==> src/rtl/guess_game_ctrl.sv <==
// guess_game_ctrl: sequencing controller for the keypad number-guessing game.
// Assembles a 3-digit BCD guess from decoded key events, compares it with a
// secret latched at NEWGAME, and drives result, try count, game-over and the
// buzzer timing. All outputs are registered.
// Optional build macro GUESS_BUZZ_PATTERN_EN: distinct buzzer patterns for
// wrong guess (1 beep), WIN (3 beeps) and LOSE (one 4-unit tone). Without it
// every outcome produces a single beep and the pattern counter is not built.
module guess_game_ctrl #(
    parameter int CLK_HZ    = 50000000,
    parameter int BEEP_MS   = 200,
    parameter int MAX_TRIES = 9
) (
    input  logic        clk,
    input  logic        RSTn,
    input  logic        key_valid,
    input  logic [3:0]  key_code,
    input  logic [11:0] secret_bcd,
    output logic [11:0] data_disp,
    output logic [3:0]  tries,
    output logic [1:0]  result,
    output logic        game_over,
    output logic        buzzer
);

    localparam int BEEP_CYC = CLK_HZ / 1000 * BEEP_MS;
`ifdef GUESS_BUZZ_PATTERN_EN
    localparam int LONGEST  = 4 * BEEP_CYC;
`else
    localparam int LONGEST  = BEEP_CYC;
`endif
    localparam int CW = (LONGEST > 1) ? $clog2(LONGEST + 1) : 1;
    localparam logic [CW-1:0] BEEP_LAST = CW'(BEEP_CYC - 1);
    localparam logic [CW-1:0] LOSE_LAST = CW'(LONGEST - 1);

    localparam logic [3:0] KEY_CLEAR   = 4'd10;
    localparam logic [3:0] KEY_ENTER   = 4'd11;
    localparam logic [3:0] KEY_NEWGAME = 4'd12;

    typedef enum logic [2:0] {IDLE, ENTRY, CHECK, FEEDBACK, WIN, LOSE} state_t;

    state_t          state;
    logic [11:0]     secret_q;
    logic [1:0]      entry_cnt;
    logic [CW-1:0]   beep_cnt;
`ifdef GUESS_BUZZ_PATTERN_EN
    logic [1:0]      beeps_left;   // on-pulses still to come after the current one
`endif

    logic            k_digit, k_clear, k_enter, k_newgame;
    logic            guess_eq, guess_lt;
    logic [3:0]      tries_next;
    logic            lose_now;
    logic            beep_done;

    // Key decode, digit-wise guess compare and try bookkeeping.
    always_comb begin
        // NOTE: every signal gets a default first so no path can infer a latch.
        k_digit   = key_valid && (key_code <= 4'd9);
        k_clear   = key_valid && (key_code == KEY_CLEAR);
        k_enter   = key_valid && (key_code == KEY_ENTER);
        k_newgame = key_valid && (key_code == KEY_NEWGAME);

        // MSD first; for valid BCD this is the numeric order.
        guess_eq = (data_disp == secret_q);
        guess_lt = (data_disp[11:8] < secret_q[11:8]) ||
                   ((data_disp[11:8] == secret_q[11:8]) &&
                    ((data_disp[7:4] < secret_q[7:4]) ||
                     ((data_disp[7:4] == secret_q[7:4]) &&
                      (data_disp[3:0] < secret_q[3:0]))));

        tries_next = (tries == 4'hF) ? tries : tries + 4'd1;
        lose_now   = (tries_next >= 4'(MAX_TRIES));

`ifdef GUESS_BUZZ_PATTERN_EN
        beep_done = buzzer && (beep_cnt == '0) && (beeps_left == 2'd0);
`else
        beep_done = buzzer && (beep_cnt == '0);
`endif
    end

    // Game FSM with registered outputs and the buzzer sequencer.
    always_ff @(posedge clk or negedge RSTn) begin
        if (!RSTn) begin
            // NOTE: the secret is a plain register, so it is reset like the rest;
            // nothing here is a RAM that would be left unreset.
            state     <= IDLE;
            secret_q  <= '0;
            entry_cnt <= '0;
            data_disp <= '0;
            tries     <= '0;
            result    <= '0;
            game_over <= 1'b0;
            buzzer    <= 1'b0;
            beep_cnt  <= '0;
`ifdef GUESS_BUZZ_PATTERN_EN
            beeps_left <= '0;
`endif
        end else if (k_newgame) begin
            state     <= ENTRY;
            secret_q  <= secret_bcd;
            entry_cnt <= '0;
            data_disp <= '0;
            tries     <= '0;
            result    <= '0;
            game_over <= 1'b0;
            buzzer    <= 1'b0;
            beep_cnt  <= '0;
`ifdef GUESS_BUZZ_PATTERN_EN
            beeps_left <= '0;
`endif
        end else begin
            // NOTE: non-blocking assignments throughout; later ones in this block
            // (the CHECK branch) deliberately override the sequencer step.
`ifdef GUESS_BUZZ_PATTERN_EN
            if (buzzer || (beeps_left != 2'd0)) begin
                if (beep_cnt != '0) begin
                    beep_cnt <= beep_cnt - CW'(1);
                end else if (beeps_left == 2'd0) begin
                    buzzer <= 1'b0;
                end else begin
                    buzzer   <= !buzzer;
                    beep_cnt <= BEEP_LAST;
                    if (!buzzer) beeps_left <= beeps_left - 2'd1;
                end
            end
`else
            if (buzzer) begin
                if (beep_cnt == '0) buzzer <= 1'b0;
                else                beep_cnt <= beep_cnt - CW'(1);
            end
`endif
            case (state)
                ENTRY: begin
                    if (k_digit && (entry_cnt != 2'd3)) begin
                        data_disp <= {data_disp[7:0], key_code};
                        entry_cnt <= entry_cnt + 2'd1;
                    end else if (k_clear) begin
                        data_disp <= '0;
                        entry_cnt <= '0;
                    end else if (k_enter && (entry_cnt != 2'd0)) begin
                        state <= CHECK;
                    end
                end
                CHECK: begin
                    tries    <= tries_next;
                    result   <= guess_eq ? 2'b11 : (guess_lt ? 2'b01 : 2'b10);
                    buzzer   <= 1'b1;
                    beep_cnt <= BEEP_LAST;
                    if (guess_eq) begin
                        state     <= WIN;
                        data_disp <= secret_q;
`ifdef GUESS_BUZZ_PATTERN_EN
                        beeps_left <= 2'd2;
`endif
                    end else if (lose_now) begin
                        state     <= LOSE;
                        game_over <= 1'b1;
                        data_disp <= secret_q;
                        beep_cnt  <= LOSE_LAST;
                    end else begin
                        state <= FEEDBACK;
                    end
                end
                FEEDBACK: begin
                    if (beep_done) begin
                        state     <= ENTRY;
                        data_disp <= '0;
                        entry_cnt <= '0;
                    end
                end
                default: ;  // IDLE, WIN, LOSE wait for NEWGAME
            endcase
        end
    end

endmodule

==> config.mk <==
export PLATFORM = sky130hd
export DESIGN_NAME = guess_game_ctrl
export DESIGN_NICKNAME = d
export VERILOG_FILES = /design/src/rtl/guess_game_ctrl.sv
export SDC_FILE = /design/constraint.sdc
export NUM_CORES = 1
export LEC_CHECK = 0
export ABC_AREA = 1
export BUFFER_PORTS_ARGS = -buffer_cell sky130_fd_sc_hd__buf_2
export CAP_MARGIN = 20
export CORE_ASPECT_RATIO = 0.75
export CORE_MARGIN = 3
export CORE_UTILIZATION = 55
export DETAILED_ROUTE_END_ITERATION = 16
export GPL_ROUTABILITY_DRIVEN = 0
export GPL_TIMING_DRIVEN = 0
export PLACE_DENSITY = 0.75
export SLEW_MARGIN = 20
export SYNTH_ARGS = -nofsm -noshare
export SYNTH_HDL_FRONTEND = slang
export SYNTH_SLANG_ARGS = --single-unit
==> constraint.sdc <==
create_clock -name clk -period 3 [get_ports clk]
set_input_delay 0.15 -clock clk [delete_from_list [all_inputs] [get_ports clk]]
set_output_delay 0.15 -clock clk [all_outputs]
set_load 0.005 [all_outputs]
# After elaboration in Yosys (flattened, before gate mapping)
# Index checks and enable logic that the tools add are counted.
# word_totals
output_inout_bits	20
in_bits	19
reg_bits	61
# classes
muxes	39
n_eq_ne	19
add_sub_neg	3
magnitude_cmp	5
reduce_logical	23
# op_table
op	n
24-bit two-way mux	4
12-bit two-way mux	6
12-bit case mux with 3 select lines	1
24-bit zero test	1
24-bit by 1-bit subtractor with 24-bit output (second input constant)	1
3-bit two-way mux	7
4-bit equality test (second input constant)	4
2-bit two-way mux	8
12-bit equality test	1
4-bit less-than comparator	3
4-bit two-way mux	3
3-bit inequality test (second input constant)	4
1-bit logical AND	9
3-bit case mux with 3 select lines	1
4-bit equality test	2
1-bit two-way mux	8
4-bit inequality test (second input constant)	2
3-bit by 2-bit equality test with 1-bit output (second input constant)	2
3-bit AND reduction	2
2-bit nonzero test	3
3-bit nonzero test	2
5-bit AND reduction	1
4-bit by 1-bit adder with 4-bit output (second input constant)	1
4-bit greater-or-equal comparator (second input constant)	1
other kinds (10)	12

# Depth between registers and ports, before layout
# Gate-level depths: netlist of the first run.
# depth
word_depth	9
mapped_depth	13

# Worst setup path before layout of the first run
# Ideal clock, no wire load.
# synth_timing
path_type	flip-flop to flip-flop
startpoint	register data_disp[7]
endpoint	register data_disp[0]
arrival_ns	1.631
setup_time_ns	0.121
path_slack_ns	1.248
path_buffers	1
t_required_ns	2.879
period_less_slack_ns	1.752
path_stages_with_launch	12
path_cell_list	dfrtp_1 -> ha_1 -> nand2_1 -> nor2_1 -> nand3_1 -> nand2_1 -> inv_2 -> nand3_1 -> nand2_2 -> buf_4 -> o21bai_1 -> nand2_1
# synth_via
elab_chain_cells	4
# synth_rtl
item	line_no	rtl
start: declaration	18	output logic [11:0] data_disp,
start signal: assignment	135	data_disp <= {data_disp[7:0], key_code};
start signal: assignment	151	data_disp <= secret_q;
start signal: assignment	158	data_disp <= secret_q;
12-bit equality test (*)	64	guess_eq = (data_disp == secret_q);
12-bit two-way mux	149	if (guess_eq) begin
12-bit case mux with 3 select lines	132	case (state)
12-bit two-way mux	98	end else if (k_newgame) begin
# Mark *: on every way between the ends. The rest lies on a longest branch, timed or not.
# A chain may end at the register's enable or synchronous reset.

# Worst setup path after layout of the first run
# Same ends and word-level chain as after synthesis.

==> out/metrics.cfg, run 1 <==
[status]
status=completed

[yosys]
synth_warnings=0
synth_area_um2=3880
syn_inst=527
synth_cell_types=35
async_reset_ff_share_pct=100
synth_nets=563
synth_edf_count=0
ys_ff_latch=61
synth_area_per_cell_um2=7.36
ys_seq_area_share_pct=39.3
synth_flop_cell=dfrtp_1

[global_route]
grt_pass1_vias=3529
grt_pass1_wl_um=17100
antenna_found_initial=0
grt_overflow=0
grt_start_max_net_pins=38
grt_use_total_pct=27.3

[die]
io_pins=39
die_h_um=78.8
fp.coreArea_um2=6570
die-area_um2=8110
core.rowCount=25
start_util_pct=59.1
die_x_um=103

[worst_setup_path]
path_buf_inv=2
criticalPathCategory=flop to flop
path_cells=ha_1 > nand2_1 > nor2_1 > nand3_1 > nand2_1 > inv_2 > nand3_1 > nand2_2 > buf_4 > o21bai_1 > nand2_1
worstPathArrival_ns=2.33
cp_max_fo=10
crit_family=simple AND/OR/NAND/NOR gates
max_stage_delay_ns=0.42
worstPathRequired_ns=3.23
end_kind=flop
critical-path-slowest-cell=dfrtp_1
startpoint_type=flop
cp_common_cell=nand2_1

[timing]
period_share_pct=70.1
slew-limit-headroom_pct=61.1
setup_ws_ns=0.897
setup_viol=0
hold_ws_ns=0.00872
min_period_ns=2.10
slew_violations=0
hold_viol=0
finalClockSkew_ns=0.00994
tightestPinTransition_ns=0.584
clock.fmax_mhz=475
fin_tns_setup_ns=0
rsz0062_at_grt=false

[placement]
hpwl_um=7350
numPortBuffers=38
dp_slack_ns=0.966

[cts]
cts-buffers-inserted=9
clk_latency_ns=0.35
htreeDepth=3
cts_tree=yes
clk_pin_slew_ns=0.07
cts_buffer_depth=2
cts_setup_buffers=0
clockRootBuffer=clkbuf_8
cts_sinks=61

[final_layout]
antenna_cells=0
multiInputGateArea_um2=2030
ff_latch_area_um2=1530
nets=618
fill_cells=567
drive_gt1_share_pct=20.3
fin_util_pct=67.8
final_common_cell=nand2_1
syn_to_final_growth_pct=14.8
final_cell_mix=147 x nand2_1, 61 x dfrtp_1, 51 x inv_1

[detailed_routing]
wl_per_cell_um=14.9
ant_nets=0
wirelength_um=9950
drtIter0Drc=268
drc_errors=0
vias=3670
vias_per_cell=5.49
drt_first_pass_iters=5

[power_and_ir_drop]
peakVddDrop_uv=748
powerDensity_nw_per_um2=933
p_leak_nw=2.29

[min_path]
hp-class=input pin to flop

[flow_run]
maxCapViolCount=0

==> stage by stage <==
step                      area [µm²]  std cells  power, W
after floorplan                 3880        527   0.00274
after global placement          4170        646   0.00327
after detailed placement        4200        647   0.00335
after CTS                       4460        668   0.00415
after global routing            4460        668   0.00454
final                           4460        668   0.00416
==> final cells by class <==
| class | instances | area share, % |
|---|---|---|
| buffer | 13 | 1.88 |
| clock buffer | 13 | 3.79 |
| clock inverter | 3 | 0.955 |
| inverter | 64 | 5.39 |
| multi-input combinational | 389 | 45.6 |
| sequential | 61 | 34.3 |
| tap | 81 | 2.27 |
| timing repair buffer | 44 | 5.90 |
==> worst register-to-register path, delay by kind of cell, from the launching register on <==
kind | cells | cell delay [ns]
AO/OA/AOI/OAI | 1 | 0.14
adder cells (fa/ha/maj) | 1 | 0.34
buffers and inverters | 2 | 0.24
flip-flops | 1 | 0.42
AND/OR/NAND/NOR | 7 | 0.85
==> cells by family (layout without fill, tap and decap cells) <==
| group | Yosys count | after routing | synth area share, % |
|---|---|---|---|
| AO/OA/AOI/OAI | 76 | 76 | 11.3 |
| XOR/XNOR | 5 | 5 | 1.13 |
| adder cells (fa/ha/maj) | 17 | 17 | 5.48 |
| buffers and inverters | 77 | 137 | 8.35 |
| flip-flops | 61 | 61 | 39.3 |
| AND/OR/NAND/NOR | 291 | 291 | 34.4 |
==> final timing paths <==
check	cells past startpoint	from	slack (ns)	to
max in group asynchronous	3	RSTn	2.23	secret_q[1]$_DFFE_PN0N_
worst min register to register	2	result[0]$_DFFE_PN0P_	0.49	result[0]$_DFFE_PN0P_
worst max register to register	11	data_disp[7]$_DFFE_PN0P_	0.90	data_disp[0]$_DFFE_PN0P_
worst min-delay path	3	secret_bcd[0]	0.009	secret_q[0]$_DFFE_PN0N_
min in group asynchronous	2	RSTn	0.25	data_disp[5]$_DFFE_PN0P_
worst max-delay path	11	data_disp[7]$_DFFE_PN0P_	0.90	data_disp[0]$_DFFE_PN0P_
==> what timing repair did <==
item                                   4_1_cts  5_1_grt
hold buffers                                 5        0
gates resized for setup                      0        0
endpoints found under the hold margin       28        0
==> Yosys cell counts, types with 5 or more instances <==
cell type    n  share of area [%]
inv_2       12                1.2
a21oi_1     14                1.8
ha_1        17                5.5
o21bai_1    14                2.7
nand2_1    147                 14
nand3_1     47                6.1
dfrtp_1     61                 39
nand4_1      9                1.5
o21ai_1     13                1.7
xor2_1       5                1.1
nor2_1      40                3.9
nand2_2     18                2.9
o21ai_0     27                3.5
inv_1       51                4.9
nor2_2      11                1.8
==> state kept, by name (all words and copies together), names as in the netlist <==
name and flops:
data_disp 12, game_over 1, secret_q 12, beep_cnt 24, result 2, buzzer 1, entry_cnt 2, state 3
tries 4
==> power breakdown <==
group          internal, W  switching (W)
Sequential         0.00108       0.000238
Clock             0.000451       0.000332
Combinational     0.000729        0.00133
Total              0.00226        0.00190
==> layer usage <==
metal | up-vias | GRT usage, % | part of all wire [%]
li1 | 1803 | - | -
met1 | 1716 | 39.7 | 48
met2 | 136 | 40.0 | 43
met3 | 15 | 7.29 | 7.5
met4 | 0 | 7.50 | 1.4
met5 | - | 0 | 0
Power figures use the tool's default switching activity.
==> run 2, diff against run 1 <==
--- a/config.mk
+++ b/config.mk
@@ -10,11 +10,11 @@
 export CAP_MARGIN = 20
 export CORE_ASPECT_RATIO = 0.75
 export CORE_MARGIN = 3
-export CORE_UTILIZATION = 55
+export CORE_UTILIZATION = 54
 export DETAILED_ROUTE_END_ITERATION = 16
 export GPL_ROUTABILITY_DRIVEN = 0
 export GPL_TIMING_DRIVEN = 0
-export PLACE_DENSITY = 0.75
+export PLACE_DENSITY = 0.77
 export SLEW_MARGIN = 20
 export SYNTH_ARGS = -nofsm -noshare
 export SYNTH_HDL_FRONTEND = slang
==> constraint.sdc (replaced) <==
create_clock -name clk -period 1.88 [get_ports clk]
set_input_delay 0.094 -clock clk [delete_from_list [all_inputs] [get_ports clk]]
set_output_delay 0.094 -clock clk [all_outputs]
set_load 0.005 [all_outputs]
==> run 2 against run 1 <==
  * Critical path depth decreased by 3
  * First-iteration DRC count is 21% higher
  * Largest power group unchanged
  * Non-clock buffer count is 30 higher
  * Final cell count up 6.9%
==> out/metrics.cfg, run 2 (synthesis results as in run 1) <==
[placement]
numPortBuffers=38
hpwl_um=7490
post-place-cells=664
dp_slack_ns=-0.196

[timing]
slew_violations=0
min_period_ns=1.85
clock.fmax_mhz=542
period_share_pct=98.1
slew-limit-headroom_pct=58.4
setup_ws_ns=0.0350
fin_tns_setup_ns=0
setup_viol=0
rsz0062_at_grt=true
finalClockSkew_ns=0.00705
tightestPinTransition_ns=0.624
hold_ws_ns=0.157
hold_viol=0

[cts]
cts_sinks=61
cts-buffers-inserted=9
clk_pin_slew_ns=0.07
cts_tree=yes
clockRootBuffer=clkbuf_8
clk_latency_ns=0.35
htreeDepth=3
cts_buffer_depth=2

[global_route]
antenna_found_initial=0
grt_use_total_pct=27.8
grt_start_max_net_pins=34
grt_overflow=0
grt_pass1_wl_um=18100
grt_pass1_vias=3633

[worst_setup_path]
cp_common_cell=nand2_2
worstReg2RegEnd=data_disp[0]$_DFFE_PN0P_
worstPathRequired_ns=2.12
r2r_cells=8
criticalPathCategory=flop to flop
reg2reg_slack_ns=0.03
max_stage_delay_ns=0.49
path_buf_inv=3
worst_r2r_startpoint=state[2]$_DFFE_PN0P_
crit_family=buffers and inverters
startpoint_type=flop
cp_max_fo=10
path_cells=inv_1 > nand2_2 > nor2_4 > inv_2 > clkbuf_1 > o21ai_0 > nand2_2 > nand2_2
end_kind=flop
critical-path-slowest-cell=clkbuf_1
worstPathArrival_ns=2.08

[final_layout]
drive_gt1_share_pct=27.1
antenna_cells=0
reg_top3=beep_cnt x24, data_disp x12, secret_q x12
stdcell_count=714
final_cell_mix=140 x nand2_1, 60 x dfrtp_1, 47 x inv_1
regMostFlops=beep_cnt
largest_reg_flops=24
syn_to_final_growth_pct=25.4
nets=648
final_common_cell=nand2_1

[detailed_routing]
drc_errors=0
wl_per_cell_um=15.7
vias_per_cell=5.44
wirelength_um=11200
ant_nets=0
drt_first_pass_iters=6
drtIter0Drc=323
vias=3887

[power_and_ir_drop]
peakVddDrop_uv=965
powerDensity_nw_per_um2=1540
p_leak_nw=2.42

[die]
die_x_um=104
fp.coreArea_um2=6900
start_util_pct=56.3
die-area_um2=8250
die_h_um=79.4
core.rowCount=26
io_pins=39

[min_path]
worstHoldStart=key_code[3]
hp-class=input pin to flop
min_path_cells=5
holdPathEnd=data_disp[3]$_DFFE_PN0P_

[status]
status=completed

[flow_run]
maxCapViolCount=0

[run 2: cell types whose count changed in the layout (fill, tap and decap cells not counted), moves of 5 or more]
cell           delta
nand2_2           +5
buf_4            +21
nand2_1           -7
ha_1              -6
ha_4              +5
nor2_1            -6
dlygate4sd3_1     +8
[run 2: through the flow]
stage / total power, W / utilization [%] / cell area (µm²)
2_1_floorplan: 0.00438 / - / 3880
3_3_place_gp: 0.00525 / 60.8 / 4190
3_5_place_dp: 0.00538 / 61.1 / 4220
4_1_cts: 0.00716 / 68.9 / 4750
5_1_grt: 0.00802 / 70.6 / 4870
6_report: 0.00748 / 70.6 / 4870
[run 2: worst max-delay path by stage]
stage,startpoint,endpoint,cells after the start
floorplan,data_disp[7]$_DFFE_PN0P_,data_disp[0]$_DFFE_PN0P_,11
global placement,data_disp[11]$_DFFE_PN0P_,data_disp[0]$_DFFE_PN0P_,11
detailed placement,data_disp[11]$_DFFE_PN0P_,data_disp[9]$_DFFE_PN0P_,11
CTS,secret_q[7]$_DFFE_PN0N_,data_disp[0]$_DFFE_PN0P_,14
global route,beep_cnt[0]$_DFFE_PN0P_,beep_cnt[12]$_DFFE_PN0P_,9
finish,state[2]$_DFFE_PN0P_,data_disp[0]$_DFFE_PN0P_,8
[run 2: final cells by class]
cell class / instances / area [µm²]
clock inverters: 2 / 10.0
plain buffers: 11 / 71.3
fillers: 546 / 2030
flip-flops and latches: 61 / 1530
well taps: 98 / 123
multi-input cells: 389 / 2210
repair buffers: 76 / 537
inverters: 64 / 240
clock buffers: 13 / 149
[run 2: power breakdown]
| group | internal (W) | switching, W | total (W) |
|---|---|---|---|
| Sequential | 0.00172 | 0.000384 | 0.00210 |
| Combinational | 0.00171 | 0.00264 | 0.00435 |
| Clock | 0.000504 | 0.000525 | 0.00103 |
[run 2: per-layer routing]
| layer | vias up | wire (µm) | track usage, % |
|---|---|---|---|
| li1 | 1871 | - | - |
| met5 | - | 0 | 0 |
| met4 | 0 | 195 | 6.77 |
| met1 | 1793 | 4940 | 39.8 |
| met2 | 198 | 4950 | 42.2 |
| met3 | 25 | 1150 | 7.52 |
[run 2: timing repair]
action                                  4_1_cts  5_1_grt
setup buffers                                16        7
gates resized for setup                      19       26
gates cloned                                  2        0
hold buffers                                 13        0
hold endpoints to repair                     40        0
endpoints found under the setup margin       11       31
pin swaps                                     8       13
[run 2: tightest hold or removal path, delay by kind of cell]
kind | cells | cell delay, ns
AND/OR/NAND/NOR | 3 | 0.18
buffers and inverters | 1 | 0.11
AO/OA/AOI/OAI | 1 | 0.08
